--- src/rtl/tile_config_receiver.sv ---
// Tile-side configuration bus responder: S1 captures the bus word, S2 decodes it into a local register bank.
// The readback path (read_data/read_valid, read errors) is built only when CFG_READBACK_EN is defined.
module tile_config_receiver #(
  parameter int         REG_COUNT  = 16,
  parameter logic [7:0] FEATURE_ID = 8'h00
) (
  input  logic                    clk_in,
  input  logic                    reset,
  input  logic [15:0]             tile_id,
  input  logic [31:0]             config_addr,
  input  logic [31:0]             config_data,
  input  logic                    config_write,
  input  logic                    config_read,
  output logic [31:0]             read_data,
  output logic                    read_valid,
  output logic [32*REG_COUNT-1:0] cfg_regs,
  output logic [REG_COUNT-1:0]    cfg_update,
  output logic [15:0]             cfg_write_count,
  output logic                    cfg_error
);

  localparam logic [8:0]  REG_LIMIT = 9'(REG_COUNT);
  localparam logic [15:0] BCAST_ID  = 16'hFFFF;
  localparam logic [15:0] COUNT_MAX = 16'hFFFF;

  logic [31:0]          s1_addr_q;
  logic [31:0]          s1_data_q;
  logic                 s1_wr_q;
  logic [31:0]          regs_q [REG_COUNT];
  logic [REG_COUNT-1:0] cfg_update_q;
  logic [REG_COUNT-1:0] cfg_update_d;
  logic [15:0]          count_q;
  logic [15:0]          count_d;
  logic                 error_q;
  logic                 error_d;

  logic [15:0] s2_tile_s;
  logic [7:0]  s2_feat_s;
  logic [7:0]  s2_idx_s;
  logic        feat_ok_s;
  logic        tile_ok_s;
  logic        bcast_s;
  logic        in_range_s;
  logic        wr_hit_s;
  logic        wr_en_s;
  logic        wr_oor_s;
  logic        rd_err_s;

  assign s2_tile_s  = s1_addr_q[15:0];
  assign s2_feat_s  = s1_addr_q[23:16];
  assign s2_idx_s   = s1_addr_q[31:24];
  assign feat_ok_s  = (s2_feat_s == FEATURE_ID);
  assign tile_ok_s  = (s2_tile_s == tile_id);
  assign bcast_s    = (s2_tile_s == BCAST_ID);
  assign in_range_s = ({1'b0, s2_idx_s} < REG_LIMIT);
  assign wr_hit_s   = s1_wr_q & feat_ok_s & (tile_ok_s | bcast_s);
  assign wr_en_s    = wr_hit_s & in_range_s;
  assign wr_oor_s   = wr_hit_s & ~in_range_s;

  // S1: capture the bus word every cycle; reset drops any in-flight word
  always_ff @(posedge clk_in or posedge reset) begin
    if (reset) begin
      s1_addr_q <= 32'h0;
      s1_data_q <= 32'h0;
      s1_wr_q   <= 1'b0;
    end else begin
      s1_addr_q <= config_addr;
      s1_data_q <= config_data;
      s1_wr_q   <= config_write;
    end
  end

  // S2 next-state: one-hot update pulse, saturating write counter, sticky error
  always_comb begin
    cfg_update_d = {REG_COUNT{1'b0}};
    for (int i = 0; i < REG_COUNT; i++) begin
      if (wr_en_s && (s2_idx_s == 8'(i))) begin
        cfg_update_d[i] = 1'b1;
      end else begin
        cfg_update_d[i] = 1'b0;
      end
    end
    if (wr_en_s && (count_q != COUNT_MAX)) begin
      count_d = count_q + 16'h0001;
    end else begin
      count_d = count_q;
    end
    if (wr_oor_s || rd_err_s) begin
      error_d = 1'b1;
    end else begin
      error_d = error_q;
    end
  end

  // S2 state: register bank, update pulse, counter and error flag
  always_ff @(posedge clk_in or posedge reset) begin
    if (reset) begin
      for (int i = 0; i < REG_COUNT; i++) begin
        regs_q[i] <= 32'h0;
      end
      cfg_update_q <= {REG_COUNT{1'b0}};
      count_q      <= 16'h0000;
      error_q      <= 1'b0;
    end else begin
      for (int i = 0; i < REG_COUNT; i++) begin
        if (cfg_update_d[i]) begin
          regs_q[i] <= s1_data_q;
        end
      end
      cfg_update_q <= cfg_update_d;
      count_q      <= count_d;
      error_q      <= error_d;
    end
  end

`ifdef CFG_READBACK_EN
  logic        s1_rd_q;
  logic        rd_hit_s;
  logic        rd_oor_s;
  logic        dual_s;
  logic [31:0] rd_word_s;
  logic [31:0] read_data_q;
  logic [31:0] read_data_d;
  logic        read_valid_q;
  logic        read_valid_d;

  // A word carrying both strobes is treated as a write; the read is dropped and flagged
  assign rd_hit_s = s1_rd_q & ~s1_wr_q & feat_ok_s & tile_ok_s & ~bcast_s;
  assign rd_oor_s = rd_hit_s & ~in_range_s;
  assign dual_s   = s1_rd_q & wr_hit_s;
  assign rd_err_s = rd_oor_s | dual_s;

  // Readback mux as an AND-OR tree so the index width never has to match the bank depth
  always_comb begin
    rd_word_s = 32'h0;
    for (int i = 0; i < REG_COUNT; i++) begin
      rd_word_s = rd_word_s | ((s2_idx_s == 8'(i)) ? regs_q[i] : 32'h0);
    end
  end

  // Read response next-state: data holds its last value when no read is answered
  always_comb begin
    read_valid_d = rd_hit_s;
    if (rd_hit_s) begin
      read_data_d = in_range_s ? rd_word_s : 32'h0;
    end else begin
      read_data_d = read_data_q;
    end
  end

  // Read strobe capture and registered read response
  always_ff @(posedge clk_in or posedge reset) begin
    if (reset) begin
      s1_rd_q      <= 1'b0;
      read_data_q  <= 32'h0;
      read_valid_q <= 1'b0;
    end else begin
      s1_rd_q      <= config_read;
      read_data_q  <= read_data_d;
      read_valid_q <= read_valid_d;
    end
  end

  assign read_data  = read_data_q;
  assign read_valid = read_valid_q;
`else
  logic unused_read_s;

  assign unused_read_s = config_read;
  assign rd_err_s      = 1'b0;
  assign read_data     = 32'h0;
  assign read_valid    = 1'b0;
`endif

  for (genvar g = 0; g < REG_COUNT; g++) begin : g_flat
    assign cfg_regs[32*g +: 32] = regs_q[g];
  end

  assign cfg_update      = cfg_update_q;
  assign cfg_write_count = count_q;
  assign cfg_error       = error_q;

endmodule
--- config.mk ---
export PLATFORM = sky130hd
export DESIGN_NAME = tile_config_receiver
export DESIGN_NICKNAME = d
export VERILOG_FILES = /design/src/rtl/tile_config_receiver.sv
export SDC_FILE = /design/constraint.sdc
export NUM_CORES = 1
export LEC_CHECK = 0
export CAP_MARGIN = 5
export CORE_AREA = 2 2 255 257
export DETAILED_ROUTE_END_ITERATION = 12
export DIE_AREA = 0 0 257 259
export GPL_TIMING_DRIVEN = 0
export PLACE_DENSITY = 0.62
export SLEW_MARGIN = 20
export SYNTH_ARGS = -nofsm -noshare
export SYNTH_HDL_FRONTEND = slang
export SYNTH_SLANG_ARGS = --single-unit
--- constraint.sdc ---
create_clock -name clk_in -period 39.7 [get_ports clk_in]
set_clock_uncertainty 0.15 [all_clocks]
set_input_delay 11.91 -clock clk_in [delete_from_list [all_inputs] [get_ports clk_in]]
set_output_delay 11.91 -clock clk_in [all_outputs]
set_load 0.02 [all_outputs]
==> qor.yml, run 1 <==
power:
  vdd_ir_drop_max_mv: 0.02892
  p_leak_uw: 0.01558
  power-per-cell-area_nw_per_um2: 39.72
worst_setup_path:
  worstPathCellList: "clkdlybuf4s50_1, xnor2_1, nand4_1, nor4_2, buf_2, o21ai_2, nand3b_1, buf_1, mux2_2"
  end_kind: "flop"
  r2r-end: "cfg_regs[77]$_DFFE_PP0P_"
  worstPathArrival_ps: 15210
  required_ps: 40030
  startpoint: "tile_id[8]"
  reg2reg_slack_ps: 36050
  r2r-start: "s1_addr_q[20]$_DFF_PP0_"
  cp-endpoint: "cfg_regs[77]$_DFFE_PP0P_"
  worstSetupPathType: "primary input to flop"
  path_max_fanout: 10
  critPathMaxStageDelay_ps: 630
  start_kind: "primary input"
  cpMaxStageDelayCell: "nand3b_1"
  r2r_cells: 6
clock_network:
  cts_tree: "done"
  cts-buffers-inserted: 68
  cts_setup_buffers: 0
  cts-resized-gates: 0
  cts_sinks: 610
  clockRootBuffer: "clkbuf_16"
  clock_latency_ps: 600
  clk_pin_slew_ps: 60
  ctsHoldBuffers: 0
  ctsHtreeMaxLevel: 3
  clk_path_buf_depth: 3
place:
  place_ws_ps: 24160
  hpwl_um: 51690
  gp_congestion: 0.8465
  port_buffers: 627
timing:
  timing.final.crit_share: 0.3748
  fin_ws_ps: 24820
  finalHoldViolCount: 0
  fin_tns_setup_ps: 0
  rsz0062_at_grt: "false"
  clock.fmax_mhz: 67.21
  maxSlewHeadroom: 0.2898
  period_minus_slack_ps: 14880
  tightest_slew_ps: 1064
  maxSlewViolCount: 0
  setup_violations: 0
drt:
  drc: 0
  via_count: 14390
  drt_iter0_drc: 677
  drt-total-wl_um: 71100
  via_per_inst: 4.722
  wl_per_cell_um: 23.33
  first_pass_iters: 4
  drtAntennaViolNets: 0
synthesis:
  muxShareOfSynthArea: 0.2553
  synth-compound-area-share: 0.004967
  synthSimpleGateAreaFrac: 0.02760
  synth_seq_cells: 610
  ys_types: 35
  synthAdderAreaFrac: 0.0005519
  synth_xor_area_frac: 0.01082
  synth_warnings: 0
  synth_edf_count: 0
  avgSynthCellArea_um2: 16.11
  synth_ff_type: "dfrtp_1"
  synth-seq-area-share: 0.6734
  synth_top_family_by_area: "multiplexers"
  syn_inst: 1407
  async_reset_ff_frac: 1.000
  synthesis.area_um2: 22670
final_layout:
  nets: 2229
  mostFrequentLayoutCell: "clkdlybuf4s50_1"
  num-fill-cells: 5489
  final_layout_size_suffix_gt1_frac: 0.3059
  layout_common_cells: "clkdlybuf4s50_1 (627), dfrtp_1 (610), mux2_2 (508)"
  area_delta_synth_final_pct: 43.65
min_path:
  worstHoldPathType: "flop to flop"
die:
  die_h_um: 259
  core_area_um2: 63880
  die_x_um: 257
  ios: 662
  dieArea_um2: 66560
  num_rows: 93
  start_util: 0.3549
job:
  maxCapViolCount: 0
global_routing:
  grt_max_degree: 108
  antenna_found_initial: 5
  grt_pass1_vias: 15380
  track_usage: 0.2123
  grt_overflow_total: 0
  grt_pass1_wl_um: 104900
outcome:
  outcome: "completed"
[worst max-delay path: cells and delay by family]
kind | cells | cell delay (ps)
compound gates | 1 | 110
mux | 1 | 390
xor+xnor | 1 | 130
simple gates | 3 | 1300
buf+inv | 3 | 1340
[cell type report]
cell class              instances  area, um^2  share of cell area
plain buffers                 123       598.1             0.01837
well taps                     855        1070             0.03285
multi-input cells             701        6948              0.2134
diodes                          3       7.507           0.0002305
clock buffers                  96        1929             0.05925
clock inverters                20       270.3            0.008299
inverters                       5       26.28           0.0008069
flip-flops and latches        610       15260              0.4687
repair buffers                635        6451              0.1981
[sequential cells by signal, indices dropped and copies added, names as in the netlist]
register	cells
cfg_regs	512
cfg_write_count	16
s1_addr_q	32
s1_data_q	32
cfg_update	16
s1_wr_q	1
cfg_error	1
[routing by layer]
layer | wire length (um) | vias up | share of wire | track usage
met4 | 1763 | 2 | 0.025 | 0.07025
met2 | 35650 | 459 | 0.50 | 0.3616
li1 | - | 6323 | - | -
met3 | 5301 | 97 | 0.075 | 0.06903
met5 | 13 | - | 0.00018 | 0
met1 | 28370 | 7511 | 0.40 | 0.2542
[Yosys cell counts, drive strengths merged, types with 2 or more instances]
library cell,number,area share
clkbuf,73,0.012
nand3b,9,0.0046
nor4,5,0.0014
dfrtp,610,0.67
xor2,10,0.0039
nand2,26,0.0043
o2111ai,7,0.0027
nor2,12,0.0020
or4,2,0.00066
xnor2,18,0.0070
buf,50,0.014
nand3,6,0.0013
and2,4,0.0011
mux2,514,0.26
or4b,2,0.00088
o21ai,2,0.00061
nand4,12,0.0033
inv,5,0.00083
nor3,27,0.0060
nor2b,4,0.0011
[metrics by stage]
stage | instances | utilization | cell area (um^2) | total power, uW | hold WS [ps]
after floorplan | 1439 | - | 22790 | 660.7 | 360.6
after global placement | 2921 | 0.4717 | 30140 | 679.2 | 323.9
after detailed placement | 2929 | 0.4751 | 30350 | 681.1 | 333.1
after CTS | 3045 | 0.5095 | 32550 | 1311 | 347.4
after global routing | 3048 | 0.5098 | 32570 | 1340 | 361.3
final | 3048 | 0.5098 | 32570 | 1294 | 342.1
[power by group]
group	internal (uW)	switching, uW	leakage, uW	total [uW]
clock network	372	253	0.00107	624
registers	625	5.41	0.00837	631
logic	13.7	24.7	0.00615	38.4
[cells by family (layout without fill, tap and decap cells)]
kind of cell,count (synthesis),after routing
DFF,610,610
muxes,514,514
buffers and inverters,128,879
and+or+nand+nor,111,111
xor gates and xnor gates,28,28
AOI/OAI and AO/OA,14,14
adders and majority gates,1,1
other,1,36
[worst min-delay path by stage]
stage	start	endpoint	slack [ps]	cells after the start
2_1_floorplan	s1_addr_q[19]$_DFF_PP0_	cfg_error$_DFFE_PP0P_	360	3
5_1_grt	cfg_regs[174]$_DFFE_PP0P_	cfg_regs[174]$_DFFE_PP0P_	360	1
6_report	cfg_error$_DFFE_PP0P_	cfg_error$_DFFE_PP0P_	340	1
3_5_place_dp	cfg_error$_DFFE_PP0P_	cfg_error$_DFFE_PP0P_	330	1
4_1_cts	cfg_regs[174]$_DFFE_PP0P_	cfg_regs[174]$_DFFE_PP0P_	350	1
3_3_place_gp	cfg_error$_DFFE_PP0P_	cfg_error$_DFFE_PP0P_	320	1
(Power assumes the default switching activity.)
==> run 2: changes to the inputs <==
Settings changed: CORE_AREA 2 2 255 257 to default, CORE_ASPECT_RATIO from default to 0.5, CORE_UTILIZATION from default to 43, DIE_AREA 0 0 257 259 to default, PLACE_DENSITY 0.62 to 0.76.
Clock period 39.7 ns to 13.1 ns, I/O delays scaled along.
==> run 2 against run 1 <==
  * Via count rose by 0.21%
  * Largest cell class unchanged
  * Cell count fell by 5.0%
  * Critical endpoint is now cfg_regs[82]$_DFFE_PP0P_
  * Sequential power rose to 3.0 times the previous value
==> qor.yml, run 2 (same netlist as run 1, synthesis figures left out) <==
outcome:
  outcome: "completed"
final_layout:
  final_layout_size_suffix_gt1_frac: 0.3050
  mostFrequentLayoutCell: "clkdlybuf4s50_1"
  nets: 2230
  largest_reg_flops: 512
  area_delta_synth_final_pct: 42.03
  layout_common_cells: "clkdlybuf4s50_1 (627), dfrtp_1 (610), mux2_2 (508)"
global_routing:
  grt_overflow_total: 0
  grt_pass1_vias: 14460
  antenna_found_initial: 2
  grt_max_degree: 35
  track_usage: 0.2528
  grt_pass1_wl_um: 98630
place:
  hpwl_um: 52670
  port_buffers: 627
  gp_congestion: 0.8676
timing:
  clock.fmax_mhz: 148.2
  period_minus_slack_ps: 6747
  hold_slack_ps: 344.2
  rsz0062_at_grt: "false"
  setup_violations: 0
  maxSlewViolCount: 0
  timing.final.crit_share: 0.5150
  tightest_slew_ps: 1076
  maxSlewHeadroom: 0.2808
  finalHoldViolCount: 0
drt:
  via_per_inst: 4.982
  first_pass_iters: 5
  wl_per_cell_um: 23.97
  drt-total-wl_um: 69380
  drc: 0
  via_count: 14420
  drtAntennaViolNets: 0
  drt_iter0_drc: 733
worst_setup_path:
  required_ps: 13440
  path_max_fanout: 10
  end_kind: "flop"
  start_kind: "primary input"
  worstPathArrival_ps: 7090
  worstSetupPathType: "primary input to flop"
clock_network:
  ctsHtreeMaxLevel: 2
  cts-buffers-inserted: 54
  clock_latency_ps: 620
  clk_path_buf_depth: 3
  cts_setup_buffers: 0
  ctsHoldBuffers: 0
  cts-resized-gates: 0
  clockRootBuffer: "clkbuf_16"
  cts_tree: "done"
  cts_sinks: 610
  clk_pin_slew_ps: 60
die:
  dieArea_um2: 53700
  die_x_um: 326.7
  start_util: 0.4356
  num_rows: 59
  ios: 662
  die_h_um: 164.4
  core_area_um2: 52040
power:
  total_power_uw: 3659
  power-per-cell-area_nw_per_um2: 113.7
  p_leak_uw: 0.01548
  vdd_ir_drop_max_mv: 0.1025
min_path:
  worstHoldPathType: "flop to flop"
job:
  maxCapViolCount: 0
## run 2: cell count changes in the layout (fill, tap and decap cells not counted), moves of 2 or more
cell,before,now
buf_12,0,20
o2111ai_1,4,7
o2111ai_2,3,0
clkinv_8,3,1
clkbuf_16,70,54
clkinv_4,0,3
clkinvlp_4,3,5
bufinv_16,5,3
buf_16,6,1
## run 2: path summary, 6_finish.rpt
| check | slack, ps | startpoint | endpoint | cells past startpoint |
|---|---|---|---|---|
| min in group asynchronous | 3450 | reset | s1_addr_q[13]$_DFF_PP0_ | 2 |
| min reg2reg | 340 | cfg_regs[172]$_DFFE_PP0P_ | cfg_regs[172]$_DFFE_PP0P_ | 1 |
| max | 6350 | tile_id[15] | cfg_regs[82]$_DFFE_PP0P_ | 9 |
| max in group asynchronous | 7750 | reset | cfg_regs[166]$_DFFE_PP0P_ | 8 |
| max reg2reg | 9120 | s1_addr_q[23]$_DFF_PP0_ | cfg_regs[12]$_DFFE_PP0P_ | 5 |
| min | 340 | cfg_regs[172]$_DFFE_PP0P_ | cfg_regs[172]$_DFFE_PP0P_ | 1 |
## run 2: metrics by stage
step,utilization,worst slack (ps),std cells,area (um^2),TNS (ps)
6_report,0.6187,6353,2895,32200,0
5_1_grt,0.6186,6287,2893,32190,0
4_1_cts,0.6185,6340,2891,32190,0
3_5_place_dp,0.5841,5685,2790,30400,0
3_3_place_gp,0.5754,-3131,2767,29950,-1859400
2_1_floorplan,-,696.9,1439,22790,0
## run 2: cell type report
cell class | count | area (um^2)
fillers | 3925 | 19850
flip-flops and latches | 610 | 15260
multi-input cells | 701 | 6920
repair buffers | 650 | 6714
clock buffers | 79 | 1525
well taps | 701 | 877.1
plain buffers | 123 | 598.1
clock inverters | 22 | 265.3
inverters | 5 | 22.52
diodes | 4 | 10.01
## run 2: critical path: stages
cell and delay, ps:
clkdlybuf4s50_1 430, xnor2_1 240, nand4_1 150, nor4_2 510, buf_2 320, o21ai_2 110
nand3b_1 480, buf_1 490, mux2_2 400
## run 2: layer usage
layer  routed length, um  vias to the layer above  track usage
met3                2054                      177      0.03430
met4                3630                        0       0.1255
met5                   0                        -            0
met2               36510                      358       0.4436
li1                    -                     6325            -
met1               27190                     7562       0.3096
## run 2: where the power goes
group,switching [uW],leakage (uW),total (uW),internal [uW]
clock network,743,0.000863,1620,880
logic,77.6,0.00626,127,49.2
registers,16.3,0.00837,1910,1890
total,837,0.0155,3660,2820
==> run 3: changes to the inputs <==
Settings changed: CORE_AREA from default to 2 2 258 260, CORE_ASPECT_RATIO 0.5 to default, CORE_UTILIZATION 43 to default, DIE_AREA from default to 0 0 260 262, PLACE_DENSITY 0.76 to 0.61.
Clock period 13.1 ns to 6.54 ns, I/O delays scaled along.
==> run 3 against run 2 <==
  * Die area is 27% higher
  * Clock power is 130% higher
  * Worst hold slack hardly changed
  * Critical path depth stayed put
  * Via count is 0.37% higher
  * Sequential share of layout area is 0.92 points lower
  * Largest cell class unchanged
==> qor.yml, run 3 (same netlist as run 1, synthesis figures left out) <==
outcome:
  outcome: "completed"
worst_setup_path:
  path_max_fanout: 10
  worstPathCellList: "clkdlybuf4s50_1, xnor2_1, nand4_1, nor4_2, buf_2, o21ai_2, nand3b_1, clkbuf_1, mux2_2"
  start_kind: "primary input"
  worstSetupPathType: "primary input to flop"
  end_kind: "flop"
  critPathMaxStageDelay_ps: 660
  reg2reg_slack_ps: 2560
  r2r-end: "cfg_regs[396]$_DFFE_PP0P_"
  cpMaxStageDelayCell: "nand3b_1"
  required_ps: 6860
  r2r-start: "s1_addr_q[20]$_DFF_PP0_"
  worstPathArrival_ps: 5230
  r2r_cells: 5
die:
  die_x_um: 260
  ios: 662
  die_h_um: 262
  core_area_um2: 65280
  dieArea_um2: 68120
  start_util: 0.3473
  num_rows: 94
drt:
  drtAntennaViolNets: 0
  met3WireLength_um: 5768
  drc: 0
  wl_per_cell_um: 23.41
  via_per_inst: 4.715
  wl_met1_um: 27710
  top_layer_used: "met5"
  first_pass_iters: 4
  via_count: 14480
  drt_iter0_drc: 710
  drt-total-wl_um: 71870
  wl_met2_um: 35600
final_layout:
  seq_area_um2: 15260
  num-fill-cells: 5572
  nets: 2245
  final_layout_size_suffix_gt1_frac: 0.3118
  fin_cells: 3070
  mostFrequentLayoutCell: "clkdlybuf4s50_1"
  area_delta_synth_final_pct: 44.84
  layout_common_cells: "clkdlybuf4s50_1 (627), dfrtp_1 (610), mux2_2 (508)"
  multi_input_area_um2: 6933
  largest_reg_flops: 512
power:
  clockPowerShare: 0.480
  switching_share: 0.2208
  p_comb_frac: 0.032
  p_leak_uw: 0.01570
  power-per-cell-area_nw_per_um2: 239.1
  p_sw_uw: 1733
  total_power_uw: 7849
  internal_power_uw: 6116
  vdd_ir_drop_max_mv: 0.2425
  pwr-share-seq: 0.487
timing:
  rsz0062_at_grt: "false"
  clock.fmax_mhz: 203.4
  setup_violations: 0
  maxSlewHeadroom: 0.2644
  fin_ws_ps: 1624
  maxSlewViolCount: 0
  period_minus_slack_ps: 4916
  timing.final.crit_share: 0.7517
  fin_tns_setup_ps: 0
  tightest_slew_ps: 1102
  finalHoldViolCount: 0
min_path:
  hp-start: "cfg_regs[173]$_DFFE_PP0P_"
  worstHoldPathType: "flop to flop"
  min_to: "cfg_regs[173]$_DFFE_PP0P_"
  min_path_cells: 1
global_routing:
  grt_max_degree: 37
  track_usage: 0.2095
  antenna_found_initial: 3
  grt_overflow_total: 0
  grt_pass1_wl_um: 104600
  grt_pass1_vias: 15620
clock_network:
  clockRootBuffer: "clkbuf_16"
  ctsHoldBuffers: 0
  clock_latency_ps: 600
  cts_setup_buffers: 0
  clk_path_buf_depth: 3
  clk_pin_slew_ps: 60
  cts_tree: "done"
  cts-buffers-inserted: 68
  cts_sinks: 610
  cts-resized-gates: 0
  ctsHtreeMaxLevel: 3
place:
  dp_cells: 2954
  port_buffers: 627
  gp_congestion: 0.8294
  hpwl_um: 53910
  place_ws_ps: 996.6
job:
  maxCapViolCount: 0
==> run 3: changes by cell type in the layout (fill, tap and decap cells not counted), sizes merged <==
cell	before	now
clkbuf	152	165
buf	73	74
bufinv	3	4
clkinvlp	5	4
diode	4	3
inv	7	6
==> run 3: metal layers <==
metal  GRT usage  up-vias
li1            -     6379
met1      0.2477     7477
met2      0.3505      471
met3     0.07002      146
met4     0.08716        2
met5           0        -
==> run 3: worst max-delay path: cells and delay by family <==
family / cells / cell delay, ps
mux: 1 / 380
compound gates: 1 / 120
simple gates: 3 / 1260
buf+inv: 3 / 1290
xor+xnor: 1 / 210
==> run 3: power groups by stage <==
stage	logic (uW)	clock network, uW	registers [uW]
2_1_floorplan	128	0	3880
3_3_place_gp	222	0	3900
3_5_place_dp	259	0	3890
4_1_cts	260	3880	3830
5_1_grt	281	4030	3830
6_report	252	3770	3830
==> run 3: final cells by class <==
type	instances	area share
plain buffers	123	0.01821
flip-flops and latches	610	0.4649
multi-input cells	701	0.2111
clock inverters	21	0.008879
well taps	864	0.03292
diodes	3	0.0002286
repair buffers	651	0.2048
clock buffers	92	0.05826
inverters	5	0.0006859
==> run 3: metrics by stage <==
stage          area, um^2  hold slack (ps)  utilization
4_1_cts             32830            347.8       0.5029
5_1_grt             32830            360.2       0.5030
6_report            32840            344.0       0.5030
2_1_floorplan       22790            360.6            -
3_3_place_gp        30150            321.2       0.4619
3_5_place_dp        30620            330.0       0.4691
==> run 3: worst max-delay path by stage <==
stage	from	to	slack, ps
after global routing	tile_id[3]	cfg_regs[123]$_DFFE_PP0P_	1530
final	tile_id[3]	cfg_regs[124]$_DFFE_PP0P_	1620
after CTS	tile_id[3]	cfg_regs[492]$_DFFE_PP0P_	1640
after global placement	reset	cfg_regs[162]$_DFFE_PP0P_	-7590
after floorplan	reset	cfg_error$_DFFE_PP0P_	-3900
after detailed placement	tile_id[3]	cfg_regs[116]$_DFFE_PP0P_	1000
